<file path="src/rtl/simon_sequence_ctrl.sv">
// Simon game sequencer: grows an LFSR-driven colour sequence, plays it back on
// play_tick, and feeds each player press plus the expected colour to the comparator.
module simon_sequence_ctrl #(
  parameter int          MAX_LEN = 16,
  parameter int          LEN_W   = 5,
  parameter logic [7:0]  SEED    = 8'hA5
) (
  input  logic             i_clk,
  input  logic             i_resetn,
  input  logic             i_start,
  input  logic             i_play_tick,
  input  logic             i_btn_valid,
  input  logic [1:0]       i_btn_colour,
  input  logic [1:0]       i_cmp_result,
  output logic [1:0]       o_player_colour,
  output logic [1:0]       o_expected,
  output logic             o_cmp_enable,
  output logic             o_show_valid,
  output logic [1:0]       o_show_colour,
  output logic             o_awaiting_input,
  output logic [LEN_W-1:0] o_round,
  output logic             o_game_over,
  output logic             o_win
);

  localparam int IDX_W = (MAX_LEN > 1) ? $clog2(MAX_LEN) : 1;

  typedef enum logic [2:0] {
    S_IDLE, S_APPEND, S_PLAY, S_WAIT_IN, S_ISSUE, S_CHECK, S_LOSE, S_WIN
  } state_t;

  state_t           r_state, w_state_next;
  logic [7:0]       r_lfsr;
  logic [LEN_W-1:0] r_round, w_round_next;
  logic [LEN_W-1:0] r_play_idx, w_play_idx_next;
  logic [LEN_W-1:0] r_in_idx, w_in_idx_next;
  logic [1:0]       r_player_colour, w_player_colour_next;
  logic [1:0]       r_expected, w_expected_next;
  logic [1:0]       r_show_colour, w_show_colour_next;
  logic             r_show_valid, w_show_valid_next;
  logic             r_cmp_enable, w_cmp_enable_next;
  logic             r_awaiting, w_awaiting_next;
  logic             r_game_over, w_game_over_next;
  logic             r_win, w_win_next;
  logic             w_mem_we;
  logic             w_lfsr_fb;
  logic [1:0]       r_mem [MAX_LEN];

  // x^8+x^6+x^5+x^4+1
  assign w_lfsr_fb = r_lfsr[7] ^ r_lfsr[5] ^ r_lfsr[4] ^ r_lfsr[3];

  always_comb begin
    w_state_next         = r_state;
    w_round_next         = r_round;
    w_play_idx_next      = r_play_idx;
    w_in_idx_next        = r_in_idx;
    w_player_colour_next = r_player_colour;
    w_expected_next      = r_expected;
    w_show_colour_next   = r_show_colour;
    w_show_valid_next    = 1'b0;
    w_game_over_next     = r_game_over;
    w_win_next           = r_win;
    w_mem_we             = 1'b0;

    if (i_start) begin
      w_state_next     = S_APPEND;
      w_round_next     = '0;
      w_play_idx_next  = '0;
      w_in_idx_next    = '0;
      w_game_over_next = 1'b0;
      w_win_next       = 1'b0;
    end else begin
      case (r_state)
        S_IDLE: ;
        S_APPEND: begin
          w_mem_we        = 1'b1;
          w_round_next    = r_round + LEN_W'(1);
          w_play_idx_next = '0;
          w_state_next    = S_PLAY;
        end
        S_PLAY: begin
          if (i_play_tick) begin
            w_show_colour_next = r_mem[r_play_idx[IDX_W-1:0]];
            w_show_valid_next  = 1'b1;
            if (r_play_idx == r_round - LEN_W'(1)) begin
              w_in_idx_next = '0;
              w_state_next  = S_WAIT_IN;
            end else begin
              w_play_idx_next = r_play_idx + LEN_W'(1);
            end
          end
        end
        S_WAIT_IN: begin
          if (i_btn_valid) begin
            w_player_colour_next = i_btn_colour;
            w_expected_next      = r_mem[r_in_idx[IDX_W-1:0]];
            w_state_next         = S_ISSUE;
          end
        end
        S_ISSUE: w_state_next = S_CHECK;
        S_CHECK: begin
          // A 00 verdict means the comparator has nothing yet; stay put.
          case (i_cmp_result)
            2'b01: begin
              if (r_in_idx != r_round - LEN_W'(1)) begin
                w_in_idx_next = r_in_idx + LEN_W'(1);
                w_state_next  = S_WAIT_IN;
              end else if (r_round == LEN_W'(MAX_LEN)) begin
                w_win_next   = 1'b1;
                w_state_next = S_WIN;
              end else begin
                w_state_next = S_APPEND;
              end
            end
            2'b10: begin
              w_game_over_next = 1'b1;
              w_state_next     = S_LOSE;
            end
            default: ;
          endcase
        end
        S_LOSE: ;
        S_WIN: ;
        default: w_state_next = S_IDLE;
      endcase
    end

    w_cmp_enable_next = (w_state_next == S_ISSUE);
    w_awaiting_next   = (w_state_next == S_WAIT_IN);
  end

  always_ff @(posedge i_clk or negedge i_resetn) begin
    if (!i_resetn) begin
      r_state         <= S_IDLE;
      r_lfsr          <= SEED;
      r_round         <= '0;
      r_play_idx      <= '0;
      r_in_idx        <= '0;
      r_player_colour <= '0;
      r_expected      <= '0;
      r_show_colour   <= '0;
      r_show_valid    <= 1'b0;
      r_cmp_enable    <= 1'b0;
      r_awaiting      <= 1'b0;
      r_game_over     <= 1'b0;
      r_win           <= 1'b0;
    end else begin
      r_state         <= w_state_next;
      r_lfsr          <= {r_lfsr[6:0], w_lfsr_fb};
      r_round         <= w_round_next;
      r_play_idx      <= w_play_idx_next;
      r_in_idx        <= w_in_idx_next;
      r_player_colour <= w_player_colour_next;
      r_expected      <= w_expected_next;
      r_show_colour   <= w_show_colour_next;
      r_show_valid    <= w_show_valid_next;
      r_cmp_enable    <= w_cmp_enable_next;
      r_awaiting      <= w_awaiting_next;
      r_game_over     <= w_game_over_next;
      r_win           <= w_win_next;
    end
  end

  // Sequence memory survives reset so it can map onto plain RAM.
  always_ff @(posedge i_clk) begin
    if (w_mem_we) r_mem[r_round[IDX_W-1:0]] <= r_lfsr[1:0];
  end

  assign o_player_colour  = r_player_colour;
  assign o_expected       = r_expected;
  assign o_cmp_enable     = r_cmp_enable;
  assign o_show_valid     = r_show_valid;
  assign o_show_colour    = r_show_colour;
  assign o_awaiting_input = r_awaiting;
  assign o_round          = r_round;
  assign o_game_over      = r_game_over;
  assign o_win            = r_win;

endmodule

</file>
<file path="config.mk">
export PLATFORM = sky130hd
export DESIGN_NAME = simon_sequence_ctrl
export DESIGN_NICKNAME = d
export VERILOG_FILES = /design/src/rtl/simon_sequence_ctrl.sv
export SDC_FILE = /design/constraint.sdc
export NUM_CORES = 1
export LEC_CHECK = 0
export CAP_MARGIN = 20
export CORE_MARGIN = 4
export CORE_UTILIZATION = 55
export CTS_BUF_LIST = sky130_fd_sc_hd__clkbuf_2 sky130_fd_sc_hd__clkbuf_4 sky130_fd_sc_hd__clkbuf_8
export CTS_CLUSTER_SIZE = 24
export DETAILED_ROUTE_END_ITERATION = 16
export HOLD_SLACK_MARGIN = 0.1
export PLACE_DENSITY = 0.75
export SYNTH_ARGS = -nofsm -noshare
export SYNTH_HDL_FRONTEND = slang
export SYNTH_SLANG_ARGS = --single-unit
</file>
<file path="constraint.sdc">
create_clock -name i_clk -period 3.5 [get_ports i_clk]
set_clock_uncertainty 0.05 [all_clocks]
set_input_delay 0.525 -clock i_clk [delete_from_list [all_inputs] [get_ports i_clk]]
set_output_delay 0.525 -clock i_clk [all_outputs]
set_load 0.1 [all_outputs]
</file>
==> impl_metrics.tcl <==
set metrics [dict create \
    top_layer "met4" \
    drv_cap 0 \
    postCtsSetupBuffers 0 \
    drive_gt1_frac 0.225 \
    finalPower_w 0.00243 \
    synthArstFlopShare 0.536 \
    antenna_left 0 \
    rsz0062_at_grt "false" \
    crit_fanout 11 \
    seq_area_sq_um 1890 \
    die_h_um 88.4 \
    critPathCaptureType "flip-flop" \
    die_x_um 88.4 \
    drt-initial-drc-count 171 \
    routed_wl_um 7060 \
    coreArea_sq_um 6310 \
    power.leakage_nw 1.67 \
    cts_resized 0 \
    antenna_found_initial 0 \
    dieArea_sq_um 7810 \
    report.final.setup_viol 0 \
    synth.cell_area_sq_um 3550 \
    rrSetupSlack_ns 0.51 \
    yosys_register_bits 69 \
    overflow 0 \
    start_util 0.563 \
    via_per_inst 6.04 \
    num_vias 2236 \
    final_max_slew_viol_count 0 \
    powerDensity_nw_per_um2 596 \
    synthCells 263 \
    final-hold-violation-count 0 \
    path_class "flip-flop to flip-flop" \
    avgSynthCellArea_sq_um 13.5 \
    cts.path.max_buffers 2 \
    grt_pass1_vias 2316 \
    synth-main-ff-cell "dfrtp_1" \
    worst_slack_ns 0.510 \
    slew_headroom 0.340 \
    period_minus_slack_ns 2.99 \
    place_congestion 0.885 \
    finalCritPeriodShare 0.854 \
    m1WireLength_um 3140 \
    dr.pass1.iters 4 \
    fillerInstances 482 \
    wl_met2_um 3500 \
    status "complete, no violations" \
    fmax_ghz 0.334 \
    drc 0 \
    cts_root_buf "clkbuf_8" \
    n_antenna_cell 0 \
    hpwlAfterDp_um 5040 \
    startpoint_type "flip-flop" \
    multi_input_area_sq_um 1550 \
    syn-num-nets 280 \
    place_area_sq_um 3840 \
    required_ns 3.68 \
    hold_buffers 0 \
    path_clk_slew_ns 0.08 \
    clock_sinks 69 \
    yosys_warnings 0 \
    reg2reg_depth 8 \
    ioPinCount 25 \
    worst_pin_slew_ns 0.986 \
    insertion_delay_ns 0.35 \
    io_buffers 24 \
    ir_worst_vdd_v 0.000734 \
    area_growth_syn_to_layout_pct 14.6 \
    cts_tree "done" \
    ys_types 59 \
    final_area_sq_um 4070 \
    yosysSeqAreaShare 0.533 \
    min_path_type "input pin to asynchronous set/reset pin" \
    htreeDepth 3 \
    grt_pass1_wl_um 11900 \
    layout.nets 305 \
    placementRows 29 \
    cts_inserted_buffers 9 \
    avgRoutedWirePerCell_um 19.1 \
    synth_edf_count 32 \
    critPathArrivalTime_ns 3.17 \
    grt.total_usage 0.206 \
    place_ws_ns 0.445 \
    fin_setup_tns_ns 0 \
    grt_start_max_net_pins 38 \
    met3RoutedLength_um 340 \
]
[worst max-delay path, stage by stage (launching register included)]
cell and delay (ns):
dfrtp_1 0.62, inv_1 0.13, ha_1 0.27, nor3b_2 0.23
or3_1 0.39, and3b_1 0.21, a211o_1 0.36, nor3_4 0.24
mux2_2 0.38
[cells in the final DEF (no fill, tap or decap), types with 3 or more instances in the layout]
cell,n
inv_1,11
ha_1,8
nand4_1,4
mux4_2,20
xnor2_1,9
o211a_1,3
nor3_1,7
mux2i_1,4
nand3_1,4
nand2_1,12
dfrtp_1,33
nand2b_1,6
dfstp_2,4
buf_4,8
inv_6,4
edfxtp_1,32
clkbuf_8,9
clkdlybuf4s50_1,19
a21oi_1,6
mux2_2,7
xor2_1,7
or3_1,3
nor2_1,27
[sequential cells by signal, summed over array words and instances (netlist names)]
register,cells
o_cmp_enable,1
o_show_valid,1
r_in_idx,5
o_expected,2
r_mem,32
o_win,1
r_state,3
r_play_idx,5
o_game_over,1
o_awaiting_input,1
r_lfsr,8
o_show_colour,2
o_round,5
o_player_colour,2
[cell usage after synthesis, types with 5 or more instances]
master	instances	area (sq um)
xnor2_1	9	78.8
xor2_1	7	61.3
nor2_1	27	101
nand2_1	12	45.0
nor3_1	7	35.0
mux2_2	7	78.8
a21oi_1	6	30.0
ha_1	8	100
edfxtp_1	32	961
inv_1	11	41.3
nand2b_1	6	37.5
clkbuf_1	5	18.8
dfrtp_1	33	826
mux4_2	20	450
[cells by family (layout without fill, tap and decap cells)]
group,count (synthesis),count (layout),share of synthesized area
AND/OR/NAND/NOR,79,79,0.120
flip-flops,69,69,0.533
AO/OA/AOI/OAI,33,33,0.0828
multiplexers,31,31,0.160
buffers and inverters,26,56,0.0299
XOR/XNOR,17,17,0.0458
adder cells (fa/ha/maj),8,8,0.0282
[path summary, 6_finish.rpt]
kind,start,end
setup / recovery,o_round[0]$_DFFE_PN0P_,o_player_colour[0]$_DFFE_PN0P_
hold / removal,i_resetn,r_lfsr[1]$_DFF_PN0_
setup reg to reg,o_round[0]$_DFFE_PN0P_,o_player_colour[0]$_DFFE_PN0P_
hold reg to reg,r_lfsr[6]$_DFF_PN0_,r_lfsr[7]$_DFF_PN1_
max in group asynchronous,i_resetn,r_play_idx[4]$_DFFE_PN0P_
min in group i_clk,r_lfsr[6]$_DFF_PN0_,r_lfsr[7]$_DFF_PN1_
[metal layers]
layer  up-vias  track usage
met1      1126        0.283
met4         0       0.0659
met2        65        0.329
met3         8       0.0484
met5         -            0
li1       1037            -
[stage by stage]
| step | cells | hold slack (ns) | util |
|---|---|---|---|
| final | 370 | 0.226 | 0.645 |
| after global routing | 370 | 0.277 | 0.645 |
| after CTS | 370 | 0.256 | 0.645 |
| after detailed placement | 354 | 0.293 | 0.609 |
| after global placement | 354 | 0.289 | 0.609 |
| after floorplan | 263 | 0.179 | - |
[area by class of cell]
| cell class | count | share of cell area |
|---|---|---|
| timing repair buffer | 28 | 0.0627 |
| sequential | 69 | 0.465 |
| tap | 77 | 0.0237 |
| inverter | 12 | 0.0111 |
| clock inverter | 7 | 0.0255 |
| multi-input combinational | 168 | 0.382 |
| clock buffer | 9 | 0.0304 |
[report_power, final]
group	internal [W]	switching, W
Clock	0.000412	0.000324
Sequential	0.000899	0.0000593
Combinational	0.000220	0.000513
Total	0.00153	0.000895
Power figures use the tool's default switching activity.
